`src/rtl/systolic_pkg.sv`:
```
// Shared definitions for the systolic array sequencer.
//   ctrl_state_e   : sequencer FSM states
//   PE_LAT_DEFAULT : default cycles per PE hop (3-cycle madd + output register)
//   win_start()    : skew offset, in cycles after the first STREAM cycle, of
//                    the window belonging to systolic position idx
package systolic_pkg;

  typedef enum logic [2:0] {
    IDLE,
    LOAD_W,
    STREAM,
    DRAIN,
    DONE
  } ctrl_state_e;

  localparam int unsigned PE_LAT_DEFAULT = 4;

  function automatic int unsigned win_start(input int unsigned idx,
                                            input int unsigned pe_lat = PE_LAT_DEFAULT);
    return idx * pe_lat;
  endfunction

endpackage

```
`src/rtl/systolic_skew_window.sv`:
```
// One skewed stream window: a delay down-counter followed by a CNT_W window
// counter. A trig pulse in the cycle before the first STREAM cycle (S) opens
// the window OFFSET cycles after S; en stays high for num cycles while addr
// counts 0..num-1, then addr holds its last value.
// Ports:
//   clk, reset : clock, synchronous active-high reset
//   trig       : one-cycle pulse in cycle S-1 (only issued when num != 0)
//   num        : window length, stable for the whole job
//   en, addr   : registered window strobe and vector index
module systolic_skew_window #(
  parameter int unsigned CNT_W  = 16,
  parameter int unsigned OFFSET = 0
) (
  input  logic             clk,
  input  logic             reset,
  input  logic             trig,
  input  logic [CNT_W-1:0] num,
  output logic             en,
  output logic [CNT_W-1:0] addr
);

  localparam int unsigned DLY_W    = (OFFSET > 1) ? $clog2(OFFSET) : 1;
  localparam int unsigned DLY_INIT = (OFFSET > 0) ? OFFSET - 1 : 0;

  logic             armed_q, armed_d;
  logic [DLY_W-1:0] dly_q, dly_d;
  logic             en_q, en_d;
  logic [CNT_W-1:0] addr_q, addr_d;
  logic [CNT_W-1:0] last_idx;

  assign last_idx = num - CNT_W'(1);

  always_comb begin
    armed_d = armed_q;
    dly_d   = dly_q;
    en_d    = en_q;
    addr_d  = addr_q;
    if (trig) begin
      // trig arrives one cycle early, so a zero offset opens immediately and
      // a non-zero offset waits OFFSET-1 further edges
      if (OFFSET == 0) begin
        en_d   = 1'b1;
        addr_d = '0;
      end else begin
        armed_d = 1'b1;
        dly_d   = DLY_W'(DLY_INIT);
      end
    end else if (armed_q) begin
      if (dly_q == '0) begin
        armed_d = 1'b0;
        en_d    = 1'b1;
        addr_d  = '0;
      end else begin
        dly_d = dly_q - DLY_W'(1);
      end
    end else if (en_q) begin
      // compare against num-1 so the maximum count never wraps
      if (addr_q == last_idx) begin
        en_d = 1'b0;
      end else begin
        addr_d = addr_q + CNT_W'(1);
      end
    end
  end

  always_ff @(posedge clk) begin
    if (reset) begin
      armed_q <= 1'b0;
      dly_q   <= '0;
      en_q    <= 1'b0;
      addr_q  <= '0;
    end else begin
      armed_q <= armed_d;
      dly_q   <= dly_d;
      en_q    <= en_d;
      addr_q  <= addr_d;
    end
  end

  assign en   = en_q;
  assign addr = addr_q;

endmodule

```
`src/rtl/systolic_array_ctrl.sv`:
```
// Sequencer for a ROWS x COLS weight-stationary systolic PE array.
// A job preloads weights row by row (bottom row first), streams N input
// vectors with per-row skew, strobes per-column results as bottom-row sums
// become valid, then pulses done. All outputs are registered.
// Ports:
//   clk, reset            : clock, synchronous active-high reset
//   start, num_vectors    : job request and vector count (latched in IDLE)
//   busy, done            : job in progress / one-cycle end-of-job pulse
//   arr_enable            : enable_in of all PEs
//   arr_ld_weight         : ld_weight_in of column-0 PEs
//   w_rd_addr             : weight row placed on the top-row in_sum
//   x_row_en, x_row_addr  : per-row input strobe and vector index
//   y_col_valid, y_col_addr : per-column result strobe and vector index
//   perf_cycles           : busy cycles of the last job (SYSTOLIC_CTRL_PERF_EN only)
// Macro SYSTOLIC_CTRL_PERF_EN adds the perf_cycles port and its counter.
module systolic_array_ctrl
  import systolic_pkg::*;
#(
  parameter  int unsigned ROWS   = 4,
  parameter  int unsigned COLS   = 4,
  parameter  int unsigned PE_LAT = PE_LAT_DEFAULT,
  parameter  int unsigned CNT_W  = 16,
  localparam int unsigned W_AW   = (ROWS > 1) ? $clog2(ROWS) : 1
) (
  input  logic                    clk,
  input  logic                    reset,
  input  logic                    start,
  input  logic [CNT_W-1:0]        num_vectors,
  output logic                    busy,
  output logic                    done,
  output logic                    arr_enable,
  output logic                    arr_ld_weight,
  output logic [W_AW-1:0]         w_rd_addr,
  output logic [ROWS-1:0]         x_row_en,
  output logic [ROWS*CNT_W-1:0]   x_row_addr,
  output logic [COLS-1:0]         y_col_valid,
  output logic [COLS*CNT_W-1:0]   y_col_addr
`ifdef SYSTOLIC_CTRL_PERF_EN
  ,
  output logic [31:0]             perf_cycles
`endif
);

  ctrl_state_e      state_q, state_d;
  logic [CNT_W-1:0] n_q, n_d;
  logic [W_AW-1:0]  w_rd_addr_q, w_rd_addr_d;
  logic             zero_hold_q, zero_hold_d;
  logic             busy_q, busy_d;
  logic             done_q, done_d;
  logic             arr_enable_q, arr_enable_d;
  logic             arr_ld_weight_q, arr_ld_weight_d;
  logic             win_trig;
  logic [CNT_W-1:0] last_idx;
  logic [CNT_W-1:0] last_row_addr;
  logic [CNT_W-1:0] last_col_addr;

  assign last_idx      = n_q - CNT_W'(1);
  assign last_row_addr = x_row_addr[(ROWS-1)*CNT_W +: CNT_W];
  assign last_col_addr = y_col_addr[(COLS-1)*CNT_W +: CNT_W];

  always_comb begin
    state_d     = state_q;
    n_d         = n_q;
    w_rd_addr_d = w_rd_addr_q;
    zero_hold_d = zero_hold_q;
    win_trig    = 1'b0;
    case (state_q)
      IDLE: begin
        if (start) begin
          n_d = num_vectors;
          if (num_vectors == '0) begin
            // an empty job spends one extra busy cycle before its done pulse
            state_d     = DONE;
            zero_hold_d = 1'b1;
          end else begin
            state_d     = LOAD_W;
            w_rd_addr_d = W_AW'(ROWS - 1);
          end
        end
      end
      LOAD_W: begin
        if (w_rd_addr_q == '0) begin
          state_d  = STREAM;
          win_trig = 1'b1;
        end else begin
          w_rd_addr_d = w_rd_addr_q - W_AW'(1);
        end
      end
      STREAM: begin
        if (x_row_en[ROWS-1] && (last_row_addr == last_idx)) begin
          state_d = DRAIN;
        end
      end
      DRAIN: begin
        if (y_col_valid[COLS-1] && (last_col_addr == last_idx)) begin
          state_d = DONE;
        end
      end
      DONE: begin
        if (zero_hold_q) begin
          zero_hold_d = 1'b0;
        end else begin
          state_d = IDLE;
        end
      end
      default: state_d = IDLE;
    endcase

    busy_d          = (state_d != IDLE);
    done_d          = (state_d == DONE) && !zero_hold_d;
    arr_enable_d    = (state_d == LOAD_W) || (state_d == STREAM) || (state_d == DRAIN);
    arr_ld_weight_d = (state_d == LOAD_W);
  end

`ifdef SYSTOLIC_CTRL_PERF_EN
  logic [31:0] perf_q, perf_d;

  // restarting at 1 counts the first LOAD_W cycle; increments stop once the
  // next cycle is idle, which freezes the value from DONE onward
  always_comb begin
    perf_d = perf_q;
    if ((state_q == IDLE) && start) begin
      perf_d = 32'd1;
    end else if (busy_d && (perf_q != '1)) begin
      perf_d = perf_q + 32'd1;
    end
  end

  assign perf_cycles = perf_q;
`endif

  always_ff @(posedge clk) begin
    if (reset) begin
      state_q         <= IDLE;
      n_q             <= '0;
      w_rd_addr_q     <= '0;
      zero_hold_q     <= 1'b0;
      busy_q          <= 1'b0;
      done_q          <= 1'b0;
      arr_enable_q    <= 1'b0;
      arr_ld_weight_q <= 1'b0;
`ifdef SYSTOLIC_CTRL_PERF_EN
      perf_q          <= '0;
`endif
    end else begin
      state_q         <= state_d;
      n_q             <= n_d;
      w_rd_addr_q     <= w_rd_addr_d;
      zero_hold_q     <= zero_hold_d;
      busy_q          <= busy_d;
      done_q          <= done_d;
      arr_enable_q    <= arr_enable_d;
      arr_ld_weight_q <= arr_ld_weight_d;
`ifdef SYSTOLIC_CTRL_PERF_EN
      perf_q          <= perf_d;
`endif
    end
  end

  assign busy          = busy_q;
  assign done          = done_q;
  assign arr_enable    = arr_enable_q;
  assign arr_ld_weight = arr_ld_weight_q;
  assign w_rd_addr     = w_rd_addr_q;

  for (genvar r = 0; r < ROWS; r++) begin : g_row
    systolic_skew_window #(
      .CNT_W  (CNT_W),
      .OFFSET (win_start(r, PE_LAT))
    ) u_win (
      .clk   (clk),
      .reset (reset),
      .trig  (win_trig),
      .num   (n_q),
      .en    (x_row_en[r]),
      .addr  (x_row_addr[r*CNT_W +: CNT_W])
    );
  end

  for (genvar c = 0; c < COLS; c++) begin : g_col
    systolic_skew_window #(
      .CNT_W  (CNT_W),
      .OFFSET (win_start(ROWS + c, PE_LAT))
    ) u_win (
      .clk   (clk),
      .reset (reset),
      .trig  (win_trig),
      .num   (n_q),
      .en    (y_col_valid[c]),
      .addr  (y_col_addr[c*CNT_W +: CNT_W])
    );
  end

endmodule
```
`config.mk`:
```
export PLATFORM = sky130hd
export DESIGN_NAME = systolic_array_ctrl
export DESIGN_NICKNAME = d
export VERILOG_FILES = /design/src/rtl/systolic_pkg.sv /design/src/rtl/systolic_skew_window.sv /design/src/rtl/systolic_array_ctrl.sv
export SDC_FILE = /design/constraint.sdc
export NUM_CORES = 1
export LEC_CHECK = 0
export CAP_MARGIN = 20
export CORE_MARGIN = 2
export CORE_UTILIZATION = 50
export DETAILED_ROUTE_END_ITERATION = 7
export PLACE_DENSITY = 0.79
export SLEW_MARGIN = 10
export SYNTH_ARGS = -nofsm -noshare
export SYNTH_HDL_FRONTEND = slang
export SYNTH_HIERARCHICAL = 1
export SYNTH_SLANG_ARGS = --single-unit
export TNS_END_PERCENT = 5
```
`constraint.sdc`:
```
create_clock -name clk -period 4 [get_ports clk]
set_input_delay 0.8 -clock clk [delete_from_list [all_inputs] [get_ports clk]]
set_output_delay 0.8 -clock clk [all_outputs]
set_load 0.1 [all_outputs]
```
==> results of run 1 <==
[cell families after synthesis]
| kind of cell | after synthesis | synth area share [%] |
|---|---|---|
| buf+inv | 171 | 5.147 |
| mux | 66 | 4.150 |
| fa+ha+maj | 30 | 2.336 |
| xor+xnor | 215 | 11.72 |
| flops | 197 | 24.54 |
| simple gates | 934 | 33.52 |
| compound gates | 416 | 18.59 |
[sequential cells by signal (all words and copies together) (netlist names)]
name / cells
g_col.u_win/dly_q: 19
n_q: 16
g_row.u_win/dly_q: 9
w_rd_addr: 2
g_col.u_win/en: 4
state_q: 3
busy: 1
g_row.u_win/en: 4
g_col.u_win/addr: 64
zero_hold_q: 1
g_col.u_win/armed_q: 4
g_row.u_win/armed_q: 3
arr_enable: 1
g_row.u_win/addr: 64
arr_ld_weight: 1
done: 1
[power by group]
group	internal, W	switching (W)	leakage (nW)
logic	0.000920	0.00156	4.53
registers	0.00206	0.000158	1.60
clock network	0.000952	0.000877	0.302
[layout make-up]
| type | count | share of cell area, % |
|---|---|---|
| tap | 402 | 2.692 |
| inverter | 81 | 1.627 |
| multi-input combinational | 1661 | 60.55 |
| timing repair buffer | 206 | 10.68 |
| clock inverter | 15 | 0.9912 |
| sequential | 197 | 21.18 |
| clock buffer | 17 | 2.277 |
[layer usage]
layer / share of wire, % / vias up / routed length (um)
li1: - / 7760 / -
met2: 47 / 707 / 22360
met4: 3.9 / 0 / 1855
met5: 0 / - / 0
met1: 43 / 7738 / 20470
met3: 6.7 / 129 / 3221
[cell usage after synthesis, types with 8 or more instances]
cell	number	area, um^2
sky130_fd_sc_hd__nor2_1	139	521.8
sky130_fd_sc_hd__o211ai_1	23	172.7
sky130_fd_sc_hd__nor4_4	8	170.2
sky130_fd_sc_hd__a211oi_1	28	210.2
sky130_fd_sc_hd__buf_6	15	168.9
sky130_fd_sc_hd__nor3b_1	14	105.1
sky130_fd_sc_hd__a31oi_1	27	168.9
sky130_fd_sc_hd__buf_2	12	60.06
sky130_fd_sc_hd__o22ai_1	8	50.05
sky130_fd_sc_hd__or4_1	41	307.8
sky130_fd_sc_hd__xor2_1	76	665.6
sky130_fd_sc_hd__xnor2_1	139	1217
sky130_fd_sc_hd__nand4_1	52	325.3
sky130_fd_sc_hd__and3_1	31	193.9
sky130_fd_sc_hd__ha_1	30	375.4
sky130_fd_sc_hd__a21o_1	9	67.56
sky130_fd_sc_hd__nand3b_1	18	135.1
sky130_fd_sc_hd__or2_2	9	56.30
sky130_fd_sc_hd__o21ai_1	17	85.08
sky130_fd_sc_hd__or3_1	46	287.8
sky130_fd_sc_hd__nor4_2	8	100.1
sky130_fd_sc_hd__a21oi_1	110	550.5
sky130_fd_sc_hd__nand2_1	207	777.0
sky130_fd_sc_hd__nand3_1	76	380.4
sky130_fd_sc_hd__clkbuf_1	49	183.9
sky130_fd_sc_hd__o31ai_1	23	172.7
sky130_fd_sc_hd__and4_1	11	96.34
sky130_fd_sc_hd__o21ai_0	49	245.2
sky130_fd_sc_hd__a21oi_2	18	157.7
sky130_fd_sc_hd__mux2i_1	64	640.6
sky130_fd_sc_hd__nand4b_1	8	70.07
sky130_fd_sc_hd__dfxtp_1	197	3944
sky130_fd_sc_hd__nor2b_1	23	143.9
sky130_fd_sc_hd__nor3_1	52	260.3
sky130_fd_sc_hd__nand2b_1	62	387.9
sky130_fd_sc_hd__or4_4	8	90.09
sky130_fd_sc_hd__nor4_1	50	312.8
sky130_fd_sc_hd__inv_1	80	300.3
sky130_fd_sc_hd__and2_1	16	100.1
[worst min-delay path by stage]
stage	from	cells after the start	to	slack (ns)
global placement	g_row[1].u_win/dly_q[1]	2	g_row[1].u_win/dly_q[1]	0.47
global route	w_rd_addr[1]	2	w_rd_addr[1]	0.52
detailed placement	g_row[2].u_win/dly_q[1]	2	g_row[2].u_win/dly_q[1]	0.49
finish	w_rd_addr[1]	2	w_rd_addr[1]	0.50
CTS	w_rd_addr[1]	2	w_rd_addr[1]	0.51
floorplan	g_row[1].u_win/dly_q[1]	2	g_row[1].u_win/dly_q[1]	0.46
[critical path, stage by stage, from the launching register on]
cell	delay, ns
sky130_fd_sc_hd__dfxtp_2	0.43
sky130_fd_sc_hd__inv_1	0.11
sky130_fd_sc_hd__ha_1	0.33
sky130_fd_sc_hd__or4b_1	0.65
sky130_fd_sc_hd__nor4_1	0.40
sky130_fd_sc_hd__xnor2_1	0.11
sky130_fd_sc_hd__a311o_1	0.34
sky130_fd_sc_hd__a41o_1	0.37
sky130_fd_sc_hd__or4_1	0.54
sky130_fd_sc_hd__a21boi_0	0.17
[through the flow]
stage | power [W] | utilization [%] | std cells | worst slack [ns] | hold WS, ns
global route | 0.006852 | 59.05 | 2579 | 0.2830 | 0.5227
finish | 0.006523 | 59.05 | 2579 | 0.4678 | 0.4982
floorplan | 0.004173 | - | 2029 | 0.1848 | 0.4614
detailed placement | 0.004682 | 57.12 | 2547 | 0.5772 | 0.4919
CTS | 0.006504 | 59.05 | 2579 | 0.5231 | 0.5073
global placement | 0.004623 | 57.12 | 2547 | 0.6235 | 0.4738
==> results.yml, run 1 <==
run_status:
  outcome: "finished clean"
sta:
  rsz_0062_raised_after_global_routing: "no"
  setup_viol: 0
  slew_headroom_pct: 24.87
  timing.final.hold_violations: 0
  setup_total_negative_slack_ns: 0
  fin_worst_skew_ns: 0.01772
  finalCriticalPeriod_ns: 3.532
  max_freq_mhz: 283.1
  tightestPinTransition_ns: 1.123
  final_max_slew_viol_count: 0
  timing.final.crit_share_pct: 88.31
routing:
  detailroute.via_count: 16330
  avgViaCountPerCell: 6.333
  drcViolationCount: 0
  routed_wire_length_per_instance_um: 18.58
  detail_route.iter0.violations: 1549
  firstDrtPassIters: 5
  final_wirelength_mm: 47.91
  postRouteAntennaNets: 0
power:
  power.density_mw_per_mm2: 349.2
  ir_worst_vdd_v: 0.0003458
  power.static_leakage_nw: 6.433
global_routing:
  number_of_global_route_vias_before_repair: 15110
  grtUsageMet1_pct: 36.10
  first_pass_grt_wire_length_mm: 77.45
  globalRouteTotalUtil_pct: 28.13
  overflow: 0
  grt_start_max_net_pins: 55
  global_route.usage.met2_pct: 46.32
  most_used_routing_layer: "met2"
  antenna_violations_before_repair: 0
  grtUsageMet3_pct: 4.686
floorplanning:
  die_area_mm2: 0.03359
  io-pin-count: 161
  core_area_mm2: 0.03164
  floorplan.die.width_um: 183.3
  die-height_um: 183.3
  fp-row-count: 65
  floorplan.initialDensity_pct: 50.79
yosys:
  synth_enable_flop_cells: 0
  ys.flop_type: "sky130_fd_sc_hd__dfxtp_1"
  netlist_area_mm2: 0.01607
  synthCells: 2029
  postSynth.asyncResetShare_pct: 0
  syn_nets: 2078
  synth_sequential_area_ratio_pct: 24.54
  synthesis_warning_total: 6
  count_of_state_elements_after_synthesis: 197
  unique_cell_type_count_in_the_yosys_netlist: 117
  synth.avg_cell_area_um2: 7.919
setup_path:
  worst-endpoint-required_ns: 4.38
  r2r-start: "n_q[0]"
  r2r.worst_path.cells: 9
  endpoint: "g_col[0].u_win/addr[5]"
  crit_path_max_fanout: 14
  r2r_end: "g_col[0].u_win/addr[5]"
  setup.reg_to_reg.worst_slack_ns: 0.47
  kind_of_launch_point_of_the_worst_setup_path: "flop"
  worst_setup_path_startpoint: "n_q[0]"
  cp.arrival_ns: 3.91
  setup.worst_path.end_class: "flop"
  timing.setup.critical_path_class: "flop to flop"
clocking:
  cts_hold_repair.buffers: 0
  cts.path.max_buffers: 2
  cts.reportedPaths.clkPinSlew_ns: 0.07
  total_setup_buffers_inserted_after_cts: 0
  cts_max_level: 4
  tritoncts: "done"
  clock_tree.root_cell: "sky130_fd_sc_hd__clkbuf_16"
  cts_inserted_buffers: 17
  tritoncts_num_sinks: 197
  cts_resized: 0
  clk-insertion-delay-late_ns: 0.46
place:
  place_area_mm2: 0.01807
  place_congestion: 0.9094
  placement.io_buffers: 160
  detailedPlacementHpwl_mm: 34.63
cells_and_area:
  area_delta_synth_final_pct: 16.27
  antenna_cells: 0
  layout_commonest_cell: "sky130_fd_sc_hd__nand2_1"
  postLayoutCellArea_mm2: 0.01868
  filler_cell_count: 2804
  most-common-layout-cells: "207 x sky130_fd_sc_hd__nand2_1, 186 x sky130_fd_sc_hd__dfxtp_1, 159 x sky130_fd_sc_hd__clkdlybuf4s50_1, 139 x sky130_fd_sc_hd__nor2_1, 139 x sky130_fd_sc_hd__xnor2_1"
  num-nets-final: 2213
  register_area_mm2: 0.003958
  layout_cells_sized_above_1_pct: 9.646
  multiInputGateArea_mm2: 0.01131
worst_hold_path:
  hp-class: "flop to flop"
flow_run:
  maxCapViolations: 0
(Power assumes the default switching activity.)
==> run 2: changes to the inputs <==
--- a/config.mk
+++ b/config.mk
@@ -6,6 +6,7 @@
 export NUM_CORES = 1
 export LEC_CHECK = 0
 export CAP_MARGIN = 20
+export CORE_ASPECT_RATIO = 0.5
 export CORE_MARGIN = 2
 export CORE_UTILIZATION = 50
 export DETAILED_ROUTE_END_ITERATION = 7
==> run 2 against run 1 <==
- count of clock-buffer cells in the layout is 3 higher
- clock skew is 0.0050 ns lower
- global-route usage is 1.5 points lower
- first-iteration DRC count is 5.2% lower
- wire length is 3.9% lower
- clock power is 7% lower
- sequential share of layout area is 0.062 points higher
- critical path depth stayed put
- design area is 0.23% lower
==> results.yml, run 2 (same netlist as run 1, synthesis figures left out) <==
run_status:
  outcome: "finished clean"
floorplanning:
  die-height_um: 130.8
  core_area_mm2: 0.03166
  floorplan.die.width_um: 257.5
  floorplan.initialDensity_pct: 50.76
  io-pin-count: 161
  die_area_mm2: 0.03367
  fp-row-count: 46
cells_and_area:
  num-nets-final: 2210
  filler_cell_count: 2819
  layout_commonest_cell: "sky130_fd_sc_hd__nand2_1"
  finish.utilization_pct: 58.88
  antenna_cells: 0
  finalNonFillerCells: 2605
  most-common-layout-cells: "207 x sky130_fd_sc_hd__nand2_1, 184 x sky130_fd_sc_hd__dfxtp_1, 159 x sky130_fd_sc_hd__clkdlybuf4s50_1, 139 x sky130_fd_sc_hd__nor2_1, 139 x sky130_fd_sc_hd__xnor2_1"
  area_delta_synth_final_pct: 16.00
  postLayoutCellArea_mm2: 0.01864
  layout_cells_sized_above_1_pct: 9.618
setup_path:
  r2r-start: "n_q[0]"
  worst-endpoint-required_ns: 4.39
  kind_of_launch_point_of_the_worst_setup_path: "flop"
  r2r.worst_path.cells: 9
  crit_path_max_fanout: 20
  timing.setup.critical_path_class: "flop to flop"
  setup.reg_to_reg.worst_slack_ns: 0.47
  cp.arrival_ns: 3.92
  setup.worst_path.end_class: "flop"
  r2r_end: "g_col[0].u_win/addr[5]"
routing:
  detailroute.via_count: 16140
  final_wirelength_mm: 46.04
  routed_wire_length_per_instance_um: 17.67
  detail_route.iter0.violations: 1469
  postRouteAntennaNets: 0
  drcViolationCount: 0
  avgViaCountPerCell: 6.197
  firstDrtPassIters: 6
clocking:
  cts_hold_repair.buffers: 0
  tritoncts_num_sinks: 197
  cts_max_level: 4
  total_setup_buffers_inserted_after_cts: 0
  clock_tree.root_cell: "sky130_fd_sc_hd__clkbuf_16"
  clk-insertion-delay-late_ns: 0.47
  cts.reportedPaths.clkPinSlew_ns: 0.08
  cts_resized: 0
  cts_inserted_buffers: 17
  tritoncts: "done"
  cts.path.max_buffers: 2
power:
  pwr-share-seq_pct: 34.8
  combPwrFrac_pct: 38.4
  power.density_mw_per_mm2: 340.7
  power.clock.fraction_pct: 26.8
  netSwitchingFraction_pct: 39.68
  ir_worst_vdd_v: 0.0003207
  power_report.internal_total_w: 0.003831
  power.static_leakage_nw: 6.389
  net-switching-power_w: 0.002520
place:
  detailedPlacementHpwl_mm: 32.73
  placement.io_buffers: 160
  post-place-cells: 2574
  place_congestion: 0.9201
  place_area_mm2: 0.01808
  post-place-ws_ns: 0.5329
worst_hold_path:
  hold_depth: 2
  hp-class: "flop to flop"
  hp-start: "g_row[2].u_win/dly_q[1]"
  worstHoldEndpoint: "g_row[2].u_win/dly_q[1]"
global_routing:
  first_pass_grt_wire_length_mm: 73.59
  grtUsageMet3_pct: 5.228
  antenna_violations_before_repair: 0
  grtUsageMet1_pct: 34.51
  number_of_global_route_vias_before_repair: 14470
  global_route.usage.met2_pct: 44.24
  overflow: 0
  globalRouteTotalUtil_pct: 26.66
  most_used_routing_layer: "met2"
  grt_start_max_net_pins: 51
sta:
  setup_viol: 0
  tightestPinTransition_ns: 1.070
  fin_worst_skew_ns: 0.01273
  final_max_slew_viol_count: 0
  timing.final.crit_share_pct: 88.36
  setup_total_negative_slack_ns: 0
  rsz_0062_raised_after_global_routing: "no"
  slew_headroom_pct: 28.47
  max_freq_mhz: 282.9
  timing.final.hold_violations: 0
  layout_setup_ws_ns: 0.4655
  finalCriticalPeriod_ns: 3.535
flow_run:
  maxCapViolations: 0
-- run 2: through the flow --
step | power, W | hold slack (ns)
floorplan | 0.004173 | 0.4614
global placement | 0.004606 | 0.4776
detailed placement | 0.004650 | 0.4824
CTS | 0.006349 | 0.5012
global route | 0.006697 | 0.5256
finish | 0.006351 | 0.4980
-- run 2: how the worst max path moves through the flow --
stage,slack (ns),from,endpoint
floorplan,0.18,w_rd_addr[0],g_row[3].u_win/addr[15]
global placement,0.60,n_q[0],g_col[0].u_win/addr[5]
detailed placement,0.53,n_q[0],g_col[0].u_win/addr[5]
CTS,0.51,n_q[0],g_col[0].u_win/addr[5]
global route,0.31,n_q[1],g_col[0].u_win/addr[5]
finish,0.47,n_q[0],g_col[0].u_win/addr[5]
-- run 2: cell type report --
class / count / area, um^2 / share of cell area, %
timing repair buffer: 203 / 1959 / 10.51
clock inverter: 11 / 92.59 / 0.4967
inverter: 81 / 304.0 / 1.631
sequential: 197 / 3960 / 21.25
clock buffer: 20 / 466.7 / 2.504
multi-input combinational: 1661 / 11320 / 60.71
tap: 432 / 540.5 / 2.900
-- run 2: worst max-delay path, stage by stage (launching register included) --
cell                       delay (ns)
sky130_fd_sc_hd__dfxtp_2         0.34
sky130_fd_sc_hd__inv_1           0.07
sky130_fd_sc_hd__ha_1            0.32
sky130_fd_sc_hd__or4b_1          0.64
sky130_fd_sc_hd__nor4_1          0.38
sky130_fd_sc_hd__xnor2_1         0.10
sky130_fd_sc_hd__a311o_1         0.34
sky130_fd_sc_hd__a41o_1          0.49
sky130_fd_sc_hd__or4_1           0.58
sky130_fd_sc_hd__a21boi_0        0.18
-- run 2: power groups by stage --
stage,Combinational (W),Sequential (W),Clock [W]
after floorplan,0.00168,0.00249,0
after global placement,0.00235,0.00225,0
after detailed placement,0.00240,0.00225,0
after CTS,0.00241,0.00221,0.00173
after global routing,0.00266,0.00223,0.00181
final,0.00244,0.00221,0.00170
-- run 2: metal layers --
metal,routed length [um],share of wire (%)
met5,0,0
met4,1440,3.1
met3,3048,6.6
met2,21440,47
met1,20110,44
